### src/rtl/spi_burst_arbiter.sv
// spi_burst_arbiter: round-robin owner of a shared byte-wide SPI engine.
// A granted requester keeps the engine and its own chip select for a whole
// burst of len+1 words. Words go to the engine one at a time, and each
// received word is handed back to the owner.
module spi_burst_arbiter #(
    parameter int NUM_REQ    = 4,
    parameter int DATA_WIDTH = 8,
    parameter int LEN_WIDTH  = 4,
    parameter int CS_SETUP   = 4,
    parameter int CS_GAP     = 8
) (
    input  logic                            clk_in,
    input  logic                            rst_in,
    input  logic [NUM_REQ-1:0]              req_in,
    input  logic [NUM_REQ*LEN_WIDTH-1:0]    req_len_in,
    input  logic [NUM_REQ*DATA_WIDTH-1:0]   tx_data_in,
    output logic [NUM_REQ-1:0]              grant_out,
    output logic [NUM_REQ-1:0]              tx_ready_out,
    output logic [DATA_WIDTH-1:0]           rx_data_out,
    output logic [NUM_REQ-1:0]              rx_valid_out,
    output logic [NUM_REQ-1:0]              done_out,
    output logic [NUM_REQ-1:0]              cs_n_out,
    output logic [DATA_WIDTH-1:0]           spi_data_out,
    output logic                            spi_trigger_out,
    input  logic [DATA_WIDTH-1:0]           spi_data_in,
    input  logic                            spi_valid_in
);

    localparam int IDX_W   = (NUM_REQ > 1) ? $clog2(NUM_REQ) : 1;
    localparam int TMR_MAX = (CS_SETUP > CS_GAP) ? CS_SETUP : CS_GAP;
    localparam int TMR_W   = $clog2(TMR_MAX + 1);

    localparam logic [TMR_W-1:0] SETUP_LOAD = TMR_W'(CS_SETUP - 1);
    localparam logic [TMR_W-1:0] GAP_LOAD   = TMR_W'(CS_GAP - 1);
    localparam logic [IDX_W-1:0] PTR_RESET  = IDX_W'(NUM_REQ - 1);

    typedef enum logic [2:0] {
        S_IDLE,
        S_SETUP,
        S_SEND,
        S_WAIT,
        S_GAP
    } state_t;

    // Registered state and its next-state values.
    state_t                 state_q, state_d;
    logic [IDX_W-1:0]       ptr_q, ptr_d;         // last owner; also current owner
    logic [NUM_REQ-1:0]     grant_q, grant_d;
    logic [NUM_REQ-1:0]     cs_n_q, cs_n_d;
    logic [LEN_WIDTH-1:0]   cnt_q, cnt_d;         // words still to send after the current one
    logic [TMR_W-1:0]       tmr_q, tmr_d;         // shared setup / gap countdown
    logic [DATA_WIDTH-1:0]  rx_data_q, rx_data_d;
    logic [NUM_REQ-1:0]     rx_valid_q, rx_valid_d;
    logic [NUM_REQ-1:0]     done_q, done_d;

    // Arbitration and owner-slice selection.
    logic                   win_found;
    logic [IDX_W-1:0]       win_idx;
    logic [IDX_W-1:0]       cand;
    logic [NUM_REQ-1:0]     win_onehot;
    logic [LEN_WIDTH-1:0]   win_len;
    logic [DATA_WIDTH-1:0]  owner_tx;

    // Round-robin search: first set request strictly after the last owner.
    always_comb begin
        win_found = 1'b0;
        win_idx   = ptr_q;
        cand      = '0;
        for (int k = 1; k <= NUM_REQ; k++) begin
            cand = IDX_W'((int'(ptr_q) + k) % NUM_REQ);
            if (!win_found && req_in[cand]) begin
                win_found = 1'b1;
                win_idx   = cand;
            end
        end
    end

    assign win_onehot = NUM_REQ'(1) << win_idx;

    // Pick the winner's length field and the current owner's tx word.
    always_comb begin
        win_len  = '0;
        owner_tx = '0;
        for (int i = 0; i < NUM_REQ; i++) begin
            if (win_idx == IDX_W'(i)) begin
                win_len = req_len_in[i*LEN_WIDTH +: LEN_WIDTH];
            end
            if (ptr_q == IDX_W'(i)) begin
                owner_tx = tx_data_in[i*DATA_WIDTH +: DATA_WIDTH];
            end
        end
    end

    // Burst sequencer: next-state logic and the combinational engine strobes.
    always_comb begin
        // NOTE: every signal written here is given a default first, so no path leaves one unassigned and no latch is inferred.
        state_d         = state_q;
        ptr_d           = ptr_q;
        grant_d         = grant_q;
        cs_n_d          = cs_n_q;
        cnt_d           = cnt_q;
        tmr_d           = tmr_q;
        rx_data_d       = rx_data_q;
        rx_valid_d      = '0;
        done_d          = '0;
        tx_ready_out    = '0;
        spi_trigger_out = 1'b0;
        spi_data_out    = '0;

        case (state_q)
            S_IDLE: begin
                if (win_found) begin
                    ptr_d   = win_idx;
                    grant_d = win_onehot;
                    cs_n_d  = ~win_onehot;
                    cnt_d   = win_len;
                    tmr_d   = SETUP_LOAD;
                    state_d = S_SETUP;
                end
            end

            S_SETUP: begin
                if (tmr_q == '0) begin
                    state_d = S_SEND;
                end else begin
                    tmr_d = tmr_q - TMR_W'(1);
                end
            end

            S_SEND: begin
                spi_trigger_out = 1'b1;
                spi_data_out    = owner_tx;
                tx_ready_out    = grant_q;
                state_d         = S_WAIT;
            end

            S_WAIT: begin
                if (spi_valid_in) begin
                    rx_data_d  = spi_data_in;
                    rx_valid_d = grant_q;
                    if (cnt_q == '0) begin
                        cs_n_d  = '1;
                        done_d  = grant_q;
                        grant_d = '0;
                        tmr_d   = GAP_LOAD;
                        state_d = S_GAP;
                    end else begin
                        cnt_d   = cnt_q - LEN_WIDTH'(1);
                        state_d = S_SEND;
                    end
                end
            end

            S_GAP: begin
                // Requests are deliberately ignored until the gap has elapsed.
                if (tmr_q == '0) begin
                    state_d = S_IDLE;
                end else begin
                    tmr_d = tmr_q - TMR_W'(1);
                end
            end

            default: begin
                state_d = S_IDLE;
            end
        endcase
    end

    // State register with synchronous reset; an aborted burst issues no done.
    always_ff @(posedge clk_in) begin
        // NOTE: non-blocking assignments so every register samples the pre-edge values of the others.
        if (rst_in) begin
            state_q    <= S_IDLE;
            ptr_q      <= PTR_RESET;
            grant_q    <= '0;
            cs_n_q     <= '1;
            cnt_q      <= '0;
            tmr_q      <= '0;
            rx_data_q  <= '0;
            rx_valid_q <= '0;
            done_q     <= '0;
        end else begin
            state_q    <= state_d;
            ptr_q      <= ptr_d;
            grant_q    <= grant_d;
            cs_n_q     <= cs_n_d;
            cnt_q      <= cnt_d;
            tmr_q      <= tmr_d;
            rx_data_q  <= rx_data_d;
            rx_valid_q <= rx_valid_d;
            done_q     <= done_d;
        end
    end

    assign grant_out    = grant_q;
    assign cs_n_out     = cs_n_q;
    assign rx_data_out  = rx_data_q;
    assign rx_valid_out = rx_valid_q;
    assign done_out     = done_q;

endmodule
### config.mk
export PLATFORM = sky130hd
export DESIGN_NAME = spi_burst_arbiter
export DESIGN_NICKNAME = d
export VERILOG_FILES = /design/src/rtl/spi_burst_arbiter.sv
export SDC_FILE = /design/constraint.sdc
export NUM_CORES = 1
export LEC_CHECK = 0
export CORE_MARGIN = 10
export CORE_UTILIZATION = 46
export DETAILED_ROUTE_END_ITERATION = 16
export PLACE_DENSITY = 0.88
export RECOVER_POWER = 100
export SLEW_MARGIN = 10
export SYNTH_ARGS = -nofsm -noshare
export SYNTH_HDL_FRONTEND = slang
export SYNTH_SLANG_ARGS = --single-unit
### constraint.sdc
create_clock -name clk_in -period 4.84 [get_ports clk_in]
set_clock_uncertainty 0.05 [all_clocks]
set_input_delay 0.484 -clock clk_in [delete_from_list [all_inputs] [get_ports clk_in]]
set_output_delay 0.484 -clock clk_in [all_outputs]
set_load 0.05 [all_outputs]
==> key figures <==
Run status
  • Run status: complete, no violations

Floorplanning
  • DIE WIDTH: 90.77 microns
  • Starting Density: 0.4813
  • Die Outline Area: 8238 sq um
  • Number of placement rows: 25
  • Die Height: 90.77 microns
  • Floorplan core area: approximately 4800 sq um
  • Top Ports: 100

Clock tree
  • Root buf cell: clkbuf_8
  • Total setup buffers inserted after CTS: 0
  • Clock Sinks: 37
  • Level count of the clock H-tree: 2
  • Clock latency reported for the late side of the worst-skew pair: about 0.3 ns
  • Cts-stage hold buffer count: 0
  • TritonCTS clock tree: done
  • Resize count post-CTS: 0
  • Longest Clk Path Bufs: 2
  • Number of buffers inserted during clock tree synthesis: 5
  • Clk pin slew, worst setup/hold paths: 0.08 ns

Logic synthesis
  • Cell types with the highest counts after synthesis: a21oi_1, dfxtp_1, nand2_1
  • Synth Flop Type: dfxtp_1
  • Cell types occupying the most area after synthesis: dfxtp_1, a21oi_1, nand2_1, mux4_2, nor2_1
  • Dominant cell by count in the synthesized netlist: a21oi_1
  • Area of the mapped netlist: 2303 sq um
  • Synth Instances: 286
  • Distinct cell type count of the synthesized netlist: 49
  • Async SR Flop Fraction: 0
  • Number of nets in the synthesized netlist: 355
  • Number of warnings printed during yosys synthesis: 0
  • Share of Yosys cell area claimed by the top area cell type: 0.3216
  • Mean instance size in the synthesized netlist: between 8 and 9 sq um
  • Sequential element share of the synthesized area: 0.3216
  • Biggest area consumer among synthesized cells: dfxtp_1
  • Register bit count reported by yosys: 37
  • Number of flops mapped to enable cells by yosys: 0

Timing
  • Minimum clock period: about 3.6 ns
  • Slew Limit Headroom: 0.1630
  • Setup repair after global routing missed its margin: no
  • Max-slew violation count: 0
  • Final number of hold-violating endpoints: 0
  • Worst-margin pin slew: 1.256 ns
  • Period utilisation layout: 0.7402
  • Post-route setup slack: 1.257 ns
  • Number of endpoints failing setup at the final stage: 0
  • Achievable Freq: 279.1 MHz
  • Total negative slack for setup checks: 0 ns

Global route
  • Maximum number of pins on one net before global-route repair: 28
  • Overflow after GRT: 0
  • Global router's overall resource usage: 0.1828
  • Initial antenna violation count: 0
  • Vias in the first global route: 2373
  • Wire length of the first global-routing pass: 12460 microns

Layout
  • Area Overhead vs Synth: 49.10%
  • Multi-input combinational cell area: 1436 sq um
  • Net count reported at finish: about 440
  • Total inserted antenna cells: 0
  • Share of layout cells above drive strength 1: 0.06117
  • Filler Cells Inserted: 382
  • Sequential cell area: 740.7 sq um

Setup path
  • Startpoint of the lowest-slack register-to-register path: ptr_q[0]$_SDFFE_PP1P_
  • Arrival time at the worst endpoint: 3.05 ns
  • Required time of the worst setup path: 4.31 ns
  • Kind of end point of the critical path: primary output
  • Worst setup path startpoint: ptr_q[0]$_SDFFE_PP1P_
  • Element type at the critical path start: flip-flop
  • Number of cells on the worst reg-to-reg path: 8
  • Worst setup path endpoint: spi_data_out[5]
  • Critical path start-end classification: flip-flop to primary output
  • Maximum fanout along the worst path: 16
  • Reg2Reg Setup Slack: 1.59 ns
  • Worst flop-to-flop path endpoint: cnt_q[0]$_SDFFE_PP0P_

Placement
  • Port Buffers: between 90 and 100
  • Setup WS pre-CTS: roughly 1.6 ns
  • Detailed-placement wirelength estimate: 5895 microns
  • Global placer's final weighted congestion: slightly below 0.9

Power and ir drop
  • Total power density per cell area: about 600 nW/um^2
  • Worst-case vdd ir drop: 520.0 uV
  • Leakage Power: ~1.4 nW

Run
  • Max-Cap Viols: 0

Drt
  • Final routed wirelength across all metal layers: roughly 7600 microns
  • Detailed-route vias per instance: roughly 5.6
  • Iteration count of the initial detailed-routing pass: 5
  • Via count: 2469
  • Routed wirelength normalized by instance count: 17.23 microns
  • First DRT Iteration DRCs: ~150
  • Antenna-violating nets left: 0
  • Number of remaining DRC errors: 0

Worst hold path
  • Path class of the lowest-slack min-delay path: flip-flop to flip-flop
[worst max-delay path, cell delays in order, from the launching register on]
cell and delay, ns:
dfxtp_1 0.71, ha_1 0.52, nand2_1 0.11, a21oi_1 0.16, a21oi_1 0.07, nor2_1 0.12, a21oi_1 0.06, nor2_1 0.10
dlygate4sd3_1 0.88
[registers in the layout, summed over array words and instances, names as in the netlist]
| register | count |
|---|---|
| cnt_q | 4 |
| cs_n_out | 4 |
| done_out | 4 |
| grant_out | 4 |
| ptr_q | 2 |
| rx_data_out | 8 |
| rx_valid_out | 4 |
| state_q | 3 |
| tmr_q | 4 |
[cells by family (layout without fill, tap and decap cells)]
logic type / count (synthesis) / count (layout) / synth area share
compound gates: 77 / 77 / 0.2254
xor+xnor: 3 / 3 / 0.01141
fa+ha+maj: 7 / 7 / 0.03694
buf+inv: 29 / 119 / 0.05105
flops: 37 / 37 / 0.3216
mux: 12 / 12 / 0.08039
simple gates: 121 / 121 / 0.2732
[worst min-delay path by stage]
stage	start	to	slack (ns)	cells after the start
floorplan	tmr_q[1]$_SDFFE_PP0P_	tmr_q[1]$_SDFFE_PP0P_	0.42	2
CTS	rx_data_out[7]$_SDFFE_PP0P_	rx_data_out[7]$_SDFFE_PP0P_	0.41	2
global placement	rx_data_out[4]$_SDFFE_PP0P_	rx_data_out[4]$_SDFFE_PP0P_	0.39	2
finish	rx_data_out[7]$_SDFFE_PP0P_	rx_data_out[7]$_SDFFE_PP0P_	0.41	2
detailed placement	rx_data_out[7]$_SDFFE_PP0P_	rx_data_out[7]$_SDFFE_PP0P_	0.40	2
global route	rx_data_out[2]$_SDFFE_PP0P_	rx_data_out[2]$_SDFFE_PP0P_	0.43	2
[routing by layer]
layer / GRT usage / part of all wire
met4: 0.03581 / 0.011
met5: 0 / 0
met3: 0.04655 / 0.067
met2: 0.3185 / 0.50
met1: 0.2201 / 0.42
[power by group]
| group | total [mW] | internal [mW] | switching (mW) |
|---|---|---|---|
| Sequential | 0.483 | 0.383 | 0.0992 |
| Combinational | 1.24 | 0.481 | 0.762 |
| Clock | 0.326 | 0.207 | 0.119 |
[stage by stage]
step           area (sq um)  hold WS [ns]  power, mW  cells  utilization
2_1_floorplan          2303        0.4202      1.434    286            -
3_3_place_gp           3309        0.3911      1.717    435       0.6915
3_5_place_dp           3309        0.4001      1.743    435       0.6915
4_1_cts                3447        0.4119      2.079    443       0.7203
5_1_grt                3435        0.4303      2.197    443       0.7176
6_report               3435        0.4068      2.051    443       0.7176
[placed cells by master, fill, tap and decap left out, drive strengths merged, types with 4 or more instances in the layout]
cell type and n:
clkdlybuf4s50 61, or3 4, clkbuf 6, and3 9
dfxtp 37, dlygate4sd3 38, a32oi 5, nand3b 10
mux2i 5, ha 6, a21oi 39, nand2 34
and2 7, nor2 31, inv 12, nor3 11
nand3 4, mux4 5, o21ai 7
[final cells by class]
class	count	area share
clock inverters	3	0.02004
multi-input cells	220	0.4182
well taps	67	0.02441
clock buffers	5	0.02004
flip-flops and latches	37	0.2157
inverters	11	0.01202
repair buffers	100	0.2896
Power figures use the tool's default switching activity.
